`src/rtl/fetch.sv`:
```
// Instruction fetch: one outstanding imem request, one instruction register presented to decode.
// Latency: request, then response, then output register; 2 cycles per instruction with zero-latency memory.
// Backpressure: stall holds the output register and drops imem_rsp_ready; the memory holds its response.
module fetch #(
    parameter logic [31:0] RESET_PC  = 32'h0000_0000,
    parameter logic [31:0] NOP_INSTR = 32'h0000_0013,
    parameter int          EX_WIDTH  = 1
) (
    input  logic                clk,
    input  logic                reset,
    output logic                imem_req_valid,
    input  logic                imem_req_ready,
    output logic [31:0]         imem_addr,
    input  logic                imem_rsp_valid,
    output logic                imem_rsp_ready,
    input  logic [31:0]         imem_rsp_data,
    input  logic                imem_rsp_err,
    input  logic                redirect_valid,
    input  logic [31:0]         redirect_pc,
    input  logic                stall,
    input  logic                flush,
    output logic [31:0]         PC_out,
    output logic [31:0]         instr_out,
    output logic [EX_WIDTH:0]   excep_out,
    output logic                pipeline_out_valid
);
    localparam logic [EX_WIDTH:0] EX_NONE               = '0;
    localparam logic [EX_WIDTH:0] EX_INSTR_MISALIGNED   = (EX_WIDTH + 1)'(1);
    localparam logic [EX_WIDTH:0] EX_INSTR_ACCESS_FAULT = (EX_WIDTH + 1)'(2);

    typedef enum logic [1:0] {
        S_REQ  = 2'd0,
        S_WAIT = 2'd1,
        S_HALT = 2'd2
    } state_t;

    state_t      state;
    logic [31:0] pc;
    logic        kill;

    logic slot_free;
    logic req_fire;
    logic rsp_fire;
    logic pc_misaligned;

    // A misaligned pc can only come from a redirect; it is reported instead of fetched.
    assign pc_misaligned  = pc[1:0] != 2'b00;
    assign imem_req_valid = (state == S_REQ) && !reset && !pc_misaligned;
    assign imem_addr      = pc;
    assign slot_free      = !pipeline_out_valid || !stall;
    assign imem_rsp_ready = slot_free;
    assign req_fire       = imem_req_valid && imem_req_ready;
    assign rsp_fire       = imem_rsp_valid && imem_rsp_ready;

    always_ff @(posedge clk) begin
        if (reset) begin
            state              <= S_REQ;
            pc                 <= RESET_PC;
            kill               <= 1'b0;
            pipeline_out_valid <= 1'b0;
            PC_out             <= 32'h0;
            instr_out          <= NOP_INSTR;
            excep_out          <= EX_NONE;
        end else begin
            // Consumed or flushed output empties the slot; an emit below refills it.
            if (flush || slot_free)
                pipeline_out_valid <= 1'b0;

            case (state)
                S_REQ: begin
                    if (req_fire) begin
                        state <= S_WAIT;
                        kill  <= redirect_valid;
                    end else if (pc_misaligned && slot_free && !flush && !redirect_valid) begin
                        PC_out             <= pc;
                        instr_out          <= NOP_INSTR;
                        excep_out          <= EX_INSTR_MISALIGNED;
                        pipeline_out_valid <= 1'b1;
                        state              <= S_HALT;
                    end
                end
                S_WAIT: begin
                    if (rsp_fire) begin
                        state <= S_REQ;
                        kill  <= 1'b0;
                        // Flush without redirect drops the word and refetches the same pc.
                        if (!kill && !flush && !redirect_valid) begin
                            PC_out             <= pc;
                            pipeline_out_valid <= 1'b1;
                            if (imem_rsp_err) begin
                                instr_out <= NOP_INSTR;
                                excep_out <= EX_INSTR_ACCESS_FAULT;
                                state     <= S_HALT;
                            end else begin
                                instr_out <= imem_rsp_data;
                                excep_out <= EX_NONE;
                                pc        <= pc + 32'd4;
                            end
                        end
                    end else if (redirect_valid) begin
                        kill <= 1'b1;
                    end
                end
                S_HALT: begin
                    if (redirect_valid)
                        state <= S_REQ;
                end
                default: state <= S_REQ;
            endcase

            if (redirect_valid)
                pc <= redirect_pc;
        end
    end
endmodule

```
`config.mk`:
```
export PLATFORM = sky130hd
export DESIGN_NAME = fetch
export DESIGN_NICKNAME = d
export VERILOG_FILES = /design/src/rtl/fetch.sv
export SDC_FILE = /design/constraint.sdc
export NUM_CORES = 1
export LEC_CHECK = 0
export CAP_MARGIN = 20
export CORE_ASPECT_RATIO = 2
export CORE_MARGIN = 1
export CORE_UTILIZATION = 44
export DETAILED_ROUTE_END_ITERATION = 6
export GPL_TIMING_DRIVEN = 0
export PLACE_DENSITY = 0.77
export REMOVE_ABC_BUFFERS = 1
export SYNTH_ARGS = -nofsm -noshare
export SYNTH_HDL_FRONTEND = slang
export SYNTH_SLANG_ARGS = --single-unit
```
`constraint.sdc`:
```
create_clock -name clk -period 2.6 [get_ports clk]
set_input_delay 0.65 -clock clk [delete_from_list [all_inputs] [get_ports clk]]
set_output_delay 0.65 -clock clk [all_outputs]
set_load 0.01 [all_outputs]
```
# --- Yosys cells after proc, flatten, opt, wreduce, memory -nomap -nowiden ---
# Index checks and enable logic that the tools add are counted.
totals:
  ff_bits: 102
  input_bits: 72
  wordCells: 85
op_classes:
  n_addsub: 1
  n_eq_ne: 11
  mux: 38
  reduce_logical: 28
ops:
  columns: ["cell", "n"]
  rows:
  - ["$mux W32", 14]
  - ["$pmux W32 S2", 2]
  - ["$add A32 B3 Y32 const B", 1]
  - ["$mux W2", 10]
  - ["$ne A2 B2 Y1 const B", 5]
  - ["$reduce_bool A2 Y1", 5]
  - ["$logic_and A1 B1 Y1", 9]
  - ["$mux W1", 8]
  - ["$logic_not A1 Y1", 7]
  - ["$pmux W2 S3", 1]
  - ["$reduce_and A3 Y1", 2]
  - ["$reduce_and A5 Y1", 1]
  - ["$ne A2 B1 Y1 const B", 2]
  - ["$pmux W1 S2", 2]
  - ["$pmux W2 S2", 1]
  - ["$reduce_and A4 Y1", 1]
  - ["$ne A3 B2 Y1 const B", 1]
  - ["$ne A3 B3 Y1 const B", 1]
  - ["$eq A2 B1 Y1 const B", 1]
  - ["$eq A2 B2 Y1 const B", 1]
  - ["$logic_not A2 Y1", 1]
  - ["$logic_or A1 B1 Y1", 2]

# --- Logic depth before layout (Yosys ltp) ---
depth:
  word_depth: 8
  depth_mapped: 8
  ltp_nobuf: 6

# --- Least setup slack after synthesis ---
# No wires, ideal clock.
synth_path:
  kind: "input-to-reg"
  start: "in redirect_valid"
  end: "reg PC_out[0]"
  setup_ns: 0.128
  arrival_time_ns: 2.183
  path_slack_ns: 0.289
  path_stages: 7
  path_buffers: 2
  path_cell_list: "clkbuf_1 or2_1 or4_1 a21oi_2 buf_2 mux2i_1 nor2_1"
synth_via:
  elab_chain_len: 4
synth_rtl:
  columns: ["element", "line", "source"]
  rows:
  - ["start: declaration", "18", "input logic redirect_valid,"]
  - ["$logic_not A1 Y1 *", "74, 87", null]
  - ["$logic_and A1 B1 Y1 (on tied branches)", "87, 74", null]
  - ["$ne A2 B2 Y1 (no line) or $ne A2 B1 Y1 (tied branches)", null, null]
  - ["$reduce_and A5 Y1 (no line) *", null, null]
  - ["end signal: assignment", "75", "PC_out <= pc;"]
  - ["end signal: assignment", "88", "PC_out <= pc;"]
  - ["end: declaration", "22", "output logic [31:0] PC_out,"]
# Every way passes the cells marked *; elsewhere a longest branch is shown, timed or not.
# A chain may end at the register's enable or synchronous reset.

# --- Worst setup path in the final report ---
layout_path:
  start: "in stall"
  end: "out imem_rsp_ready"
layout_via:
  elab_chain_len: 2
layout_rtl:
  columns: ["element", "line", "source"]
  rows:
  - ["start: declaration", "20", "input logic stall,"]
  - ["$logic_not A1 Y1", "50", "assign slot_free = !pipeline_out_valid || !stall;"]
  - ["$logic_or A1 B1 Y1", "50", null]
  - ["end: declaration", "15", "output logic imem_rsp_ready,"]
# Every way passes these cells.

==> results.md <==
* Clk sinks at between 100 and 150
* Most common cell on crit path: clkdlybuf4s50_1
* Max-cap violation count at 0
* Initial antenna violation count at 0
* Synth unique cells at 46
* PnR worst setup slack at just over 0.07 ns
* Via count at between 4000 and 5000
* Initial DRC Count at approximately 170
* Final Instance Area at between 6000 and 7000 um^2
* M2 GR Usage at about half
* Slew @ Worst Pin at 0.7099 ns
* IO buf count at ~170
* Hold slack at 0.4682 ns
* Critical path buffers and inverters at 3
* Setup-failing EPs final at 0
* Yosys Warn Count at 0
* Vias in the first global route at approximately 4400
* Netlist Area Pre-Place at 4506 um^2
* First-pass GRT wire length at roughly 22000 um
* VDD IR-drop max at 0.0004842 V
* Largest family of logic cells by synthesized area: simple AND/OR/NAND/NOR gates
* Largest net degree at the start of global routing at 44
* Worst EP required at ~2 ns
* Worst path cell trace: clkdlybuf4s50_1 > and2_1 > inv_1 > clkdlybuf4s50_1
* Filler instances at 819
* Post-synthesis compound-gate area fraction at 12.89%
* Syn Inst Count at between 500 and 600
* Layout area overhead at 49.76%
* Pwr Density at roughly 520 nW/um^2
* Final Wtd Congestion at roughly 0.80
* Final period util at just under 100%
* Run status: completed
* Crit-path max FO at 3
* Simple-Gate Fraction of Synth Area at between 20% and 30%
* Crit path DAT at ~1.9 ns
* Share of cells above drive strength 1 at under 10%
* GRT Util Overall at a little over a quarter
* Hold Crit Class: reg -> reg
* Post-synth top area cell: dfxtp_1
* Minimum clock period at 2.527 ns
* Worst R2R Setup Slack at roughly 0.38 ns
* Antenna diodes at 0
* Yosys reg bits at 102
* CTS Buf Count at 9
* Main flop type after synthesis: dfxtp_1
* Core Area at 9827 um^2
* CP max stage delay at about 0.53 ns
* Max Clock Skew at a little under 0.008 ns
* Adder-cell share of the synthesized area at 0.2777%
* Routed length per instance at roughly 17 um
* Final Power at 3.518 mW
* Htree depth at 3
* Hold_buf cts at 0
* Die footprint at 10670 um^2
* DRT Wirelength at roughly 14000 um
* Met1 Use GR at between 20% and 30%
* Rows at between 50 and 60
* Placed cell areas at 6324 um^2
* Vias per cell at roughly 5.6
* Fmax at 0.3957 GHz
* Total negative setup slack at 0 ns
* Die X at around 74 um
* Slew HR at between 50% and 60%
* Final Util at about two thirds
* Reg clk slew, reported paths at around 0.070 ns
* Initial Util at between 40% and 50%
* Placement Setup Slack at -1.429 ns
* Root Buffer: clkbuf_16
* Synth top cells by count: dfxtp_1 (102), nor2_1 (69), nand3_1 (47), a21oi_1 (40), mux2i_1 (36)
* Critical Path End Type: primary output
* Setup CP Type: in -> out
* CTS Buffer Depth at 2
* Fin. max-slew vios at 0
* Synth Area in XOR/XNOR at under 10%
* RSZ-0062 raised after global routing: true
* Final antenna-violating net count at 0
* Average cell area after synthesis at a little under 9 um^2
* Gr busiest metal: met2
* CP delay by family, top: buffers and inverters
* Die H at around 150 um
* Top-count cell post-synth: dfxtp_1
* P_leak at between 2 and 2.5 nW
* Final Non-Filler Cells at roughly 800
* # nets final at 746
* Num ports at approximately 170
* CTS tree: done
* CP max-delay cell: clkdlybuf4s50_1
* Async SR Flop Fraction at 0%
* DRT Pass-1 Iters at 5
* Met3 Use GR at 5.208%
* Clk Latency, worst-skew pair at between 0.3 and 0.4 ns
* EDFF count, synth at 0
* Mux cell area share after synthesis at under 10%
* Synth top area share at between 40% and 50%
* Post-route DRC at 0
* Global route total overflow at 0
* Top cells by area, synth: dfxtp_1 (45%), mux2i_1 (8.0%), nor2_1 (5.7%)
* Startpoint type of the worst setup path: input port
* Placed Cells incl. Taps at approximately 790
* Hold Violations, Final at 0
* Dpl hpwl at 9620 um
* Sequential cell area fraction in the yosys report at a little under half
## layout make-up
class,instances,area (um^2),share of cell area [%]
clock buffer,10,239.0,3.542
clock inverter,6,67.56,1.001
inverter,6,23.77,0.3523
multi-input combinational,372,2338,34.66
sequential,102,2042,30.26
tap,132,165.2,2.448
timing repair buffer,182,1872,27.74
## where the power goes
| group | leakage (nW) | switching (mW) | internal, mW | total [mW] |
|---|---|---|---|---|
| Combinational | 1.34 | 0.191 | 0.264 | 0.454 |
| Clock | 0.145 | 0.606 | 0.778 | 1.38 |
| Sequential | 0.830 | 0.0717 | 1.61 | 1.68 |
## state kept, by name, summed over array words and instances, names as in the netlist
name	flops
instr_out	32
state	2
kill	1
PC_out	32
imem_addr	32
excep_out	2
pipeline_out_valid	1
## worst paths after layout
kind / endpoint / start / cells after the start
setup reg to reg: imem_addr[14] / state[1] / 5
hold reg to reg: instr_out[21] / instr_out[21] / 2
hold / removal: instr_out[21] / instr_out[21] / 2
setup / recovery: imem_rsp_ready / stall / 4
## cell families (layout without fill, tap and decap cells)
family | count (synthesis) | in the layout
buffers and inverters | 41 | 204
AOI/OAI and AO/OA | 91 | 92
DFF | 102 | 102
adders and majority gates | 1 | 1
muxes | 36 | 36
xor gates and xnor gates | 16 | 16
and+or+nand+nor | 226 | 227
## per-layer routing
metal | vias up | routed length (um)
met2 | 214 | 7639
li1 | 2169 | -
met3 | 36 | 892
met4 | 0 | 488
met1 | 2108 | 5009
met5 | - | 0
## placed cells by master, fill, tap and decap left out, types with 3 or more instances in the layout
cell / instances
a211oi_1: 11
a21oi_1: 40
a22oi_1: 4
a311oi_1: 4
a31oi_1: 3
and2_1: 5
and3_1: 7
and3b_1: 3
and4_1: 6
buf_4: 4
clkbuf_16: 9
clkdlybuf4s50_1: 170
dfxtp_1: 102
inv_1: 5
mux2i_1: 36
nand2_1: 13
nand2b_1: 30
nand3_1: 47
nand4_1: 18
nor2_1: 69
nor3_1: 7
nor3b_1: 4
o21ai_0: 6
o21bai_1: 3
o22ai_1: 6
or3_1: 4
or4_1: 4
xnor2_1: 3
xor2_1: 13
## tightest hold or removal path, cell delays in order, from the launching register on
cell and delay (ns):
dfxtp_1 0.31, nand2b_1 0.06, a21oi_1 0.05
## what timing repair did
action / in CTS / in global routing
pin swaps: 2 / 1
buffers inserted: 4 / 0
resized for setup: 8 / 6
setup endpoints to repair: 99 / 71
cloned: 3 / 0
Power figures use the tool's default switching activity.
